`src/rtl/branch_predict_unit.sv`:
```
// branch_predict_unit: direct-mapped BTB with 2-bit counters, trained by resolved branches,
// raising a registered redirect whenever the carried prediction was wrong.
module branch_predict_unit #(
    parameter int ENTRIES = 16
) (
    input  logic        clk,
    input  logic        resetn,
    input  logic        flush,
    input  logic [31:0] lookup_pc,
    output logic        pred_taken,
    output logic [31:0] pred_target,
    input  logic        upd_valid,
    input  logic [31:0] upd_pc,
    input  logic        upd_taken,
    input  logic [31:0] upd_target,
    input  logic        upd_pred_taken,
    input  logic [31:0] upd_pred_target,
    output logic        mispredict,
    output logic [31:0] redirect_pc,
    output logic [31:0] mispredict_cnt
);
    localparam int IDX_W = $clog2(ENTRIES);
    localparam int TAG_W = 30 - IDX_W;

    logic [ENTRIES-1:0]             valid;
    logic [ENTRIES-1:0][TAG_W-1:0]  tag;
    logic [ENTRIES-1:0][31:0]       target;
    logic [ENTRIES-1:0][1:0]        ctr;
    logic [IDX_W-1:0]               l_idx, u_idx;
    logic [TAG_W-1:0]               l_tag, u_tag;
    logic                           l_hit, u_hit, mp, unused_bits;
    logic [1:0]                     u_ctr;

    assign {l_tag, l_idx} = lookup_pc[31:2];
    assign {u_tag, u_idx} = upd_pc[31:2];
    assign unused_bits    = ^lookup_pc[1:0];

    // Lookup reads pre-update state; no bypass from a same-cycle write.
    assign l_hit       = valid[l_idx] && tag[l_idx] == l_tag;
    assign pred_taken  = l_hit && ctr[l_idx][1];
    assign pred_target = l_hit ? target[l_idx] : '0;

    assign u_hit = valid[u_idx] && tag[u_idx] == u_tag;
    assign u_ctr = !u_hit ? 2'b10 :
                   upd_taken ? (ctr[u_idx] == 2'b11 ? 2'b11 : ctr[u_idx] + 2'd1) :
                               (ctr[u_idx] == 2'b00 ? 2'b00 : ctr[u_idx] - 2'd1);
    assign mp    = upd_valid && (upd_taken != upd_pred_taken ||
                                 (upd_taken && upd_target != upd_pred_target));

    always_ff @(posedge clk or negedge resetn) begin
        if (!resetn) begin
            valid          <= '0;
            tag            <= '0;
            target         <= '0;
            ctr            <= {ENTRIES{2'b01}};
            mispredict     <= 1'b0;
            redirect_pc    <= '0;
            mispredict_cnt <= '0;
        end else begin
            mispredict <= mp;
            if (mp) begin
                redirect_pc    <= upd_taken ? upd_target : upd_pc + 32'd8;
                mispredict_cnt <= mispredict_cnt + 32'd1;
            end
            if (flush)
                valid <= '0;
            else if (upd_valid && (u_hit || upd_taken)) begin
                valid[u_idx] <= 1'b1;
                tag[u_idx]   <= u_tag;
                ctr[u_idx]   <= u_ctr;
                if (upd_taken)
                    target[u_idx] <= upd_target;
            end
        end
    end
endmodule

```
`config.mk`:
```
export PLATFORM = sky130hd
export DESIGN_NAME = branch_predict_unit
export DESIGN_NICKNAME = d
export VERILOG_FILES = /design/src/rtl/branch_predict_unit.sv
export SDC_FILE = /design/constraint.sdc
export NUM_CORES = 2
export LEC_CHECK = 0
export BUFFER_PORTS_ARGS = -buffer_cell sky130_fd_sc_hd__buf_4
export CAP_MARGIN = 20
export CORE_UTILIZATION = 23
export DETAILED_ROUTE_END_ITERATION = 10
export SKIP_CTS_REPAIR_TIMING = 1
export SLEW_MARGIN = 0
export SYNTH_ARGS = -nofsm -noshare
export SYNTH_HDL_FRONTEND = slang
export SYNTH_SLANG_ARGS = --single-unit
```
`constraint.sdc`:
```
create_clock -name clk -period 10.05 [get_ports clk]
set_clock_uncertainty 0.2 [all_clocks]
set_input_delay 2.01 -clock clk [delete_from_list [all_inputs] [get_ports clk]]
set_output_delay 2.01 -clock clk [all_outputs]
set_load 0.05 [all_outputs]
```
Word level (Yosys, flattened, before mapping)
Cells that the tools add are included.
W data, S select, Z words.
{"block": "word_totals", "register_bits": 1041, "input_bits": 134, "output_inout_bits": 98, "elab_cells": 112}
{"block": "classes", "n_addsub": 4, "n_lt_le_gt_ge": 3, "eq_ne": 5, "mux": 33, "bitwise": 2, "reduce_logical": 13}
{"op": "$bwmux W512", "count": 1}
{"op": "$bwmux W416", "count": 1}
{"op": "$bmux W26 S4", "count": 2}
{"op": "$bmux W32 S4", "count": 1}
{"op": "$demux W32 S4", "count": 1}
{"op": "$mux W32", "count": 4}
{"op": "$demux W26 S4", "count": 1}
{"op": "$mux W26", "count": 3}
{"op": "$eq A26 B26 Y1", "count": 2}
{"op": "$add A32 B1 Y32 const B", "count": 1}
{"op": "$add A32 B4 Y32 const B", "count": 1}
{"op": "$bwmux W32", "count": 1}
{"op": "$mux W16", "count": 2}
{"op": "$ne A32 B32 Y1", "count": 1}
{"op": "$bmux W2 S4", "count": 2}
{"op": "$or A16 B16 Y16", "count": 1}
{"op": "$mux W2", "count": 7}
{"op": "$lt A4 B5 Y1 const B", "count": 2}
{"op": "$bmux W1 S4", "count": 2}
{"op": "$demux W2 S4", "count": 1}
{"op": "$logic_and A1 B1 Y1", "count": 7}
{"op": "$demux W1 S4", "count": 1}
{"op": "$ge A4 B1 Y1 const B", "count": 1}
{"op": "$mux W1", "count": 3}
{"op": "10 further kinds", "count": 11}

Logic depth before layout (Yosys ltp)
{"block": "logic_depth", "word_depth": 8, "mapped_depth": 15, "mapped_depth_nobuf": 10}

Worst setup path before layout
Ideal clock, no wire load.
{"block": "synth_path", "path_kind": "input to output", "start": "in lookup_pc[2]", "end": "out pred_target[10]", "arrival_time_ps": 5784, "t_required_ps": 7840, "setup_slack_ps": 2056, "cell_stages": 10, "path_buffers": 4, "path_cell_list": "clkbuf_1 -> clkbuf_1 -> buf_1 -> mux4_2 -> mux4_2 -> xor2_1 -> nor4_1 -> nand4_1 -> clkbuf_1 -> nor2b_1"}
{"block": "synth_via", "elab_chain_cells": 5, "word_cells_on_any_way": 9, "cone_classes": "eq/ne: 1; mux: 7; reduce/logical: 1"}
{"item": "start: declaration", "line_no": "9", "rtl": "input logic [31:0] lookup_pc,"}
{"item": "$bmux W26 S4", "line_no": "39", "rtl": "assign l_hit = valid[l_idx] && tag[l_idx] == l_tag;"}
{"item": "$mux W26 (implied by the code)", "line_no": "39"}
{"item": "$eq A26 B26 Y1", "line_no": "39"}
{"item": "$logic_and A1 B1 Y1", "line_no": "39"}
{"item": "$mux W32 *", "line_no": "41", "rtl": "assign pred_target = l_hit ? target[l_idx] : '0;"}
{"item": "end: declaration", "line_no": "11", "rtl": "output logic [31:0] pred_target,"}
Every way passes the cells marked *; elsewhere a longest branch is shown, timed or not. The select of a mux whose other input is x is not followed.

Worst setup path after layout
{"block": "layout_path", "start": "in lookup_pc[2]", "end": "out pred_target[6]"}
The elaborated chain is that of the path after synthesis.

==> impl_metrics.env <==
export IMPL_status="finished with violations"
export IMPL_violations="design-rule violations"
export IMPL_finalMaxSlewViolations=0
export IMPL_antenna_found_initial=34
export IMPL_area_growth_pct=16.2
export IMPL_clock_latency_ns=0.75
export IMPL_crit_family="buffers and inverters"
export IMPL_holdPathStages=1
export IMPL_report_power_total_uw=11100
export IMPL_wl_met3_mm=8.32
export IMPL_first_global_vias=32900
export IMPL_wl_met1_mm=71.7
export IMPL_worst_path_buf_inv=5
export IMPL_tns_ns=0
export IMPL_r2r_slack_ns=4.93
export IMPL_required_ns=7.84
export IMPL_critPathKind="in -> out"
export IMPL_slew_limit_headroom=0.279
export IMPL_gr_total_overflow=0
export IMPL_worstPathArrival_ns=6.29
export IMPL_cts_root_buffer="clkbuf_16"
export IMPL_worst_slew_pin_slew_ns=1.08
export IMPL_cts_sinks=1041
export IMPL_wl_met2_mm=79.0
export IMPL_synth_edf_count=0
export IMPL_final_util=0.269
export IMPL_setup_viol=0
export IMPL_drc=12
export IMPL_layout_nets=3654
export IMPL_place_ws_ns=1.51
export IMPL_yosysWarnings=0
export IMPL_clk_path_buf_depth=3
export IMPL_grt_pass1_wl_mm=239
export IMPL_ff2ff_path_depth=9
export IMPL_stdcell_count=6606
export IMPL_clkTransAtPathRegs_ns=0.06
export IMPL_start_util=0.232
export IMPL_hpwl_mm=101
export IMPL_cp_slowest_cell="nor4_1"
export IMPL_portBuffers=229
export IMPL_fp_dieW_um=478
export IMPL_fp_row_count=174
export IMPL_rsz0062_at_grt="false"
export IMPL_gp_congestion=0.805
export IMPL_drt_wl_total_mm=163
export IMPL_clock_fmax_mhz=118
export IMPL_synthFlopType="dfrtp_1"
export IMPL_io_pins=232
export IMPL_ys_ff_latch=1041
export IMPL_final_min_clock_period_ns=8.50
export IMPL_finalCritPeriodShare=0.846
export IMPL_power_density_nw_per_um2=183
export IMPL_cts_buffers=106
export IMPL_design_die_area_um2=229000
export IMPL_reg2reg_from="tag[402]"
export IMPL_min_path_type="reg -> reg"
export IMPL_hp_start="mispredict_cnt[31]"
export IMPL_rr_endpoint="tag[6]"
export IMPL_viasPerCell=4.76
export IMPL_drtAntennaViolNets=0
export IMPL_die_h_um=478
export IMPL_fin_ws_ns=1.55
export IMPL_netlist_instances=3446
export IMPL_first_pass_iters=11
export IMPL_dp_cells=6400
export IMPL_vias=31500
export IMPL_synth_avg_cell_area_um2=15.1
export IMPL_synthArstFlopShare=1.00
export IMPL_syn_area_um2=52100
export IMPL_cp_max_fo=62
export IMPL_core_area_um2=225000
export IMPL_cts_tree="yes"
export IMPL_drive_gt1_frac=0.474
export IMPL_htreeDepth=3
export IMPL_endpoint_kind="primary output"
export IMPL_maxUsedRoutingLayer="met5"
export IMPL_ys_seq_area_frac=0.500
export IMPL_hold_path_endpoint="mispredict_cnt[31]"
export IMPL_startpoint_type="primary input"
export IMPL_finalHoldViolCount=0
export IMPL_max_cap_violations=0
export IMPL_power_leakage_uw=0.0269
export IMPL_ir_worst_vdd_mv=0.148
export IMPL_cp_slowest_stage_delay_ns=0.76
export IMPL_path_cells="buf_8 -> buf_4 -> buf_4 -> mux4_2 -> mux4_2 -> xor2_1 -> nor4_1 -> nand4_1 -> buf_4 -> nor2b_1 -> buf_4"
export IMPL_wl_per_cell_um=24.7
export IMPL_grt_use_total=0.142
export IMPL_initialDrtViolationCount=2560
export IMPL_synth_cell_type_count=54
export IMPL_crit_top_cell="buf_4"
export IMPL_grt_max_degree=187
export IMPL_synth_nets=3582
-- through the flow --
step	hold slack, ns	instance area [um^2]
after global routing	0.286	60600
after floorplan	0.274	52100
final	0.281	60600
after detailed placement	0.268	56800
after global placement	0.271	56800
after CTS	0.281	60500
-- worst max path at each step --
stage | start | to | slack, ns | depth (start not counted)
floorplan | lookup_pc[2] | pred_target[10] | 2.06 | 10
global placement | lookup_pc[2] | pred_target[23] | 1.62 | 11
detailed placement | lookup_pc[2] | pred_target[23] | 1.51 | 11
CTS | lookup_pc[2] | pred_target[23] | 1.50 | 11
global route | lookup_pc[2] | pred_target[0] | 1.21 | 11
finish | lookup_pc[2] | pred_target[6] | 1.55 | 11
-- routing by layer --
metal | GRT usage | vias up
met4 | 0.0398 | 14
met5 | 0 | -
met3 | 0.0232 | 213
li1 | - | 13100
met2 | 0.232 | 862
met1 | 0.192 | 17300
-- layout make-up --
class | count | area, um^2
flip-flops and latches | 1041 | 26100
repair buffers | 297 | 2390
clock inverters | 34 | 443
inverters | 25 | 93.8
diodes | 4 | 10.0
clock buffers | 166 | 3230
multi-input cells | 2047 | 24600
well taps | 2992 | 3740
fillers | 22900 | 165000
-- cell usage in the layout, fill, tap and decap left out, drive strengths merged, types with 14 or more instances in the layout --
cell type  count
mux2         957
xnor2         85
buf          297
clkinv        26
o21ai         54
nand3         24
inv           25
and3          14
nor2          33
nor2b         39
dfrtp       1025
nand4         26
nor4          16
nand2        109
nor3          14
clkbuf       166
mux4         397
xor2          68
dfstp         16
a22o          23
a21oi         45
mux2i         72
-- flip-flops by register name (all words and copies together) (netlist names) --
signal,count
tag,416
ctr,32
mispredict,1
target,512
redirect_pc,32
valid,16
mispredict_cnt,32
-- kinds of logic after synthesis --
logic type                 Yosys count  synth area share
AOI/OAI and AO/OA                  152            0.0180
xor gates and xnor gates           153            0.0257
adders and majority gates            3          0.000672
buffers and inverters              358            0.0295
DFF                               1041             0.500
muxes                             1426             0.394
and+or+nand+nor                    313            0.0323
-- worst reg2reg max path: cells and delay by family, from the launching register on --
family	cells	cell delay [ns]
simple gates	2	1.29
mux	3	1.25
compound gates	2	1.14
buf+inv	1	0.48
flops	1	0.39
xor+xnor	1	0.23
-- report_power, final --
group	switching (uW)	leakage, uW	internal (uW)
registers	332	0.0137	4730
logic	879	0.0113	969
clock network	1780	0.00181	2400
total	2990	0.0269	8100
-- cell usage after synthesis (all sizes together), types with 4 or more instances --
cell    count  area, um^2
dfrtp    1025       25600
mux2      957       10900
mux4      397        8940
clkbuf    209         785
buf       124         659
nand2     109         499
xnor2      85         744
mux2i      72         721
xor2       68         596
o21ai      54         270
a21oi      45         225
nor2b      39         244
nor2       33         124
nand4      26         163
inv        24        90.1
nand3      24         120
a22o       23         201
dfstp      16         420
nor4       16         100
and3       14        87.6
nor3       14        70.1
and4       12         105
and2       10        62.6
a22oi       7        52.6
a31oi       6        37.5
nand2b      5        31.3
or3         5        31.3
a211oi      4        30.0
nor4b       4        35.0
(Power assumes the default switching activity.)
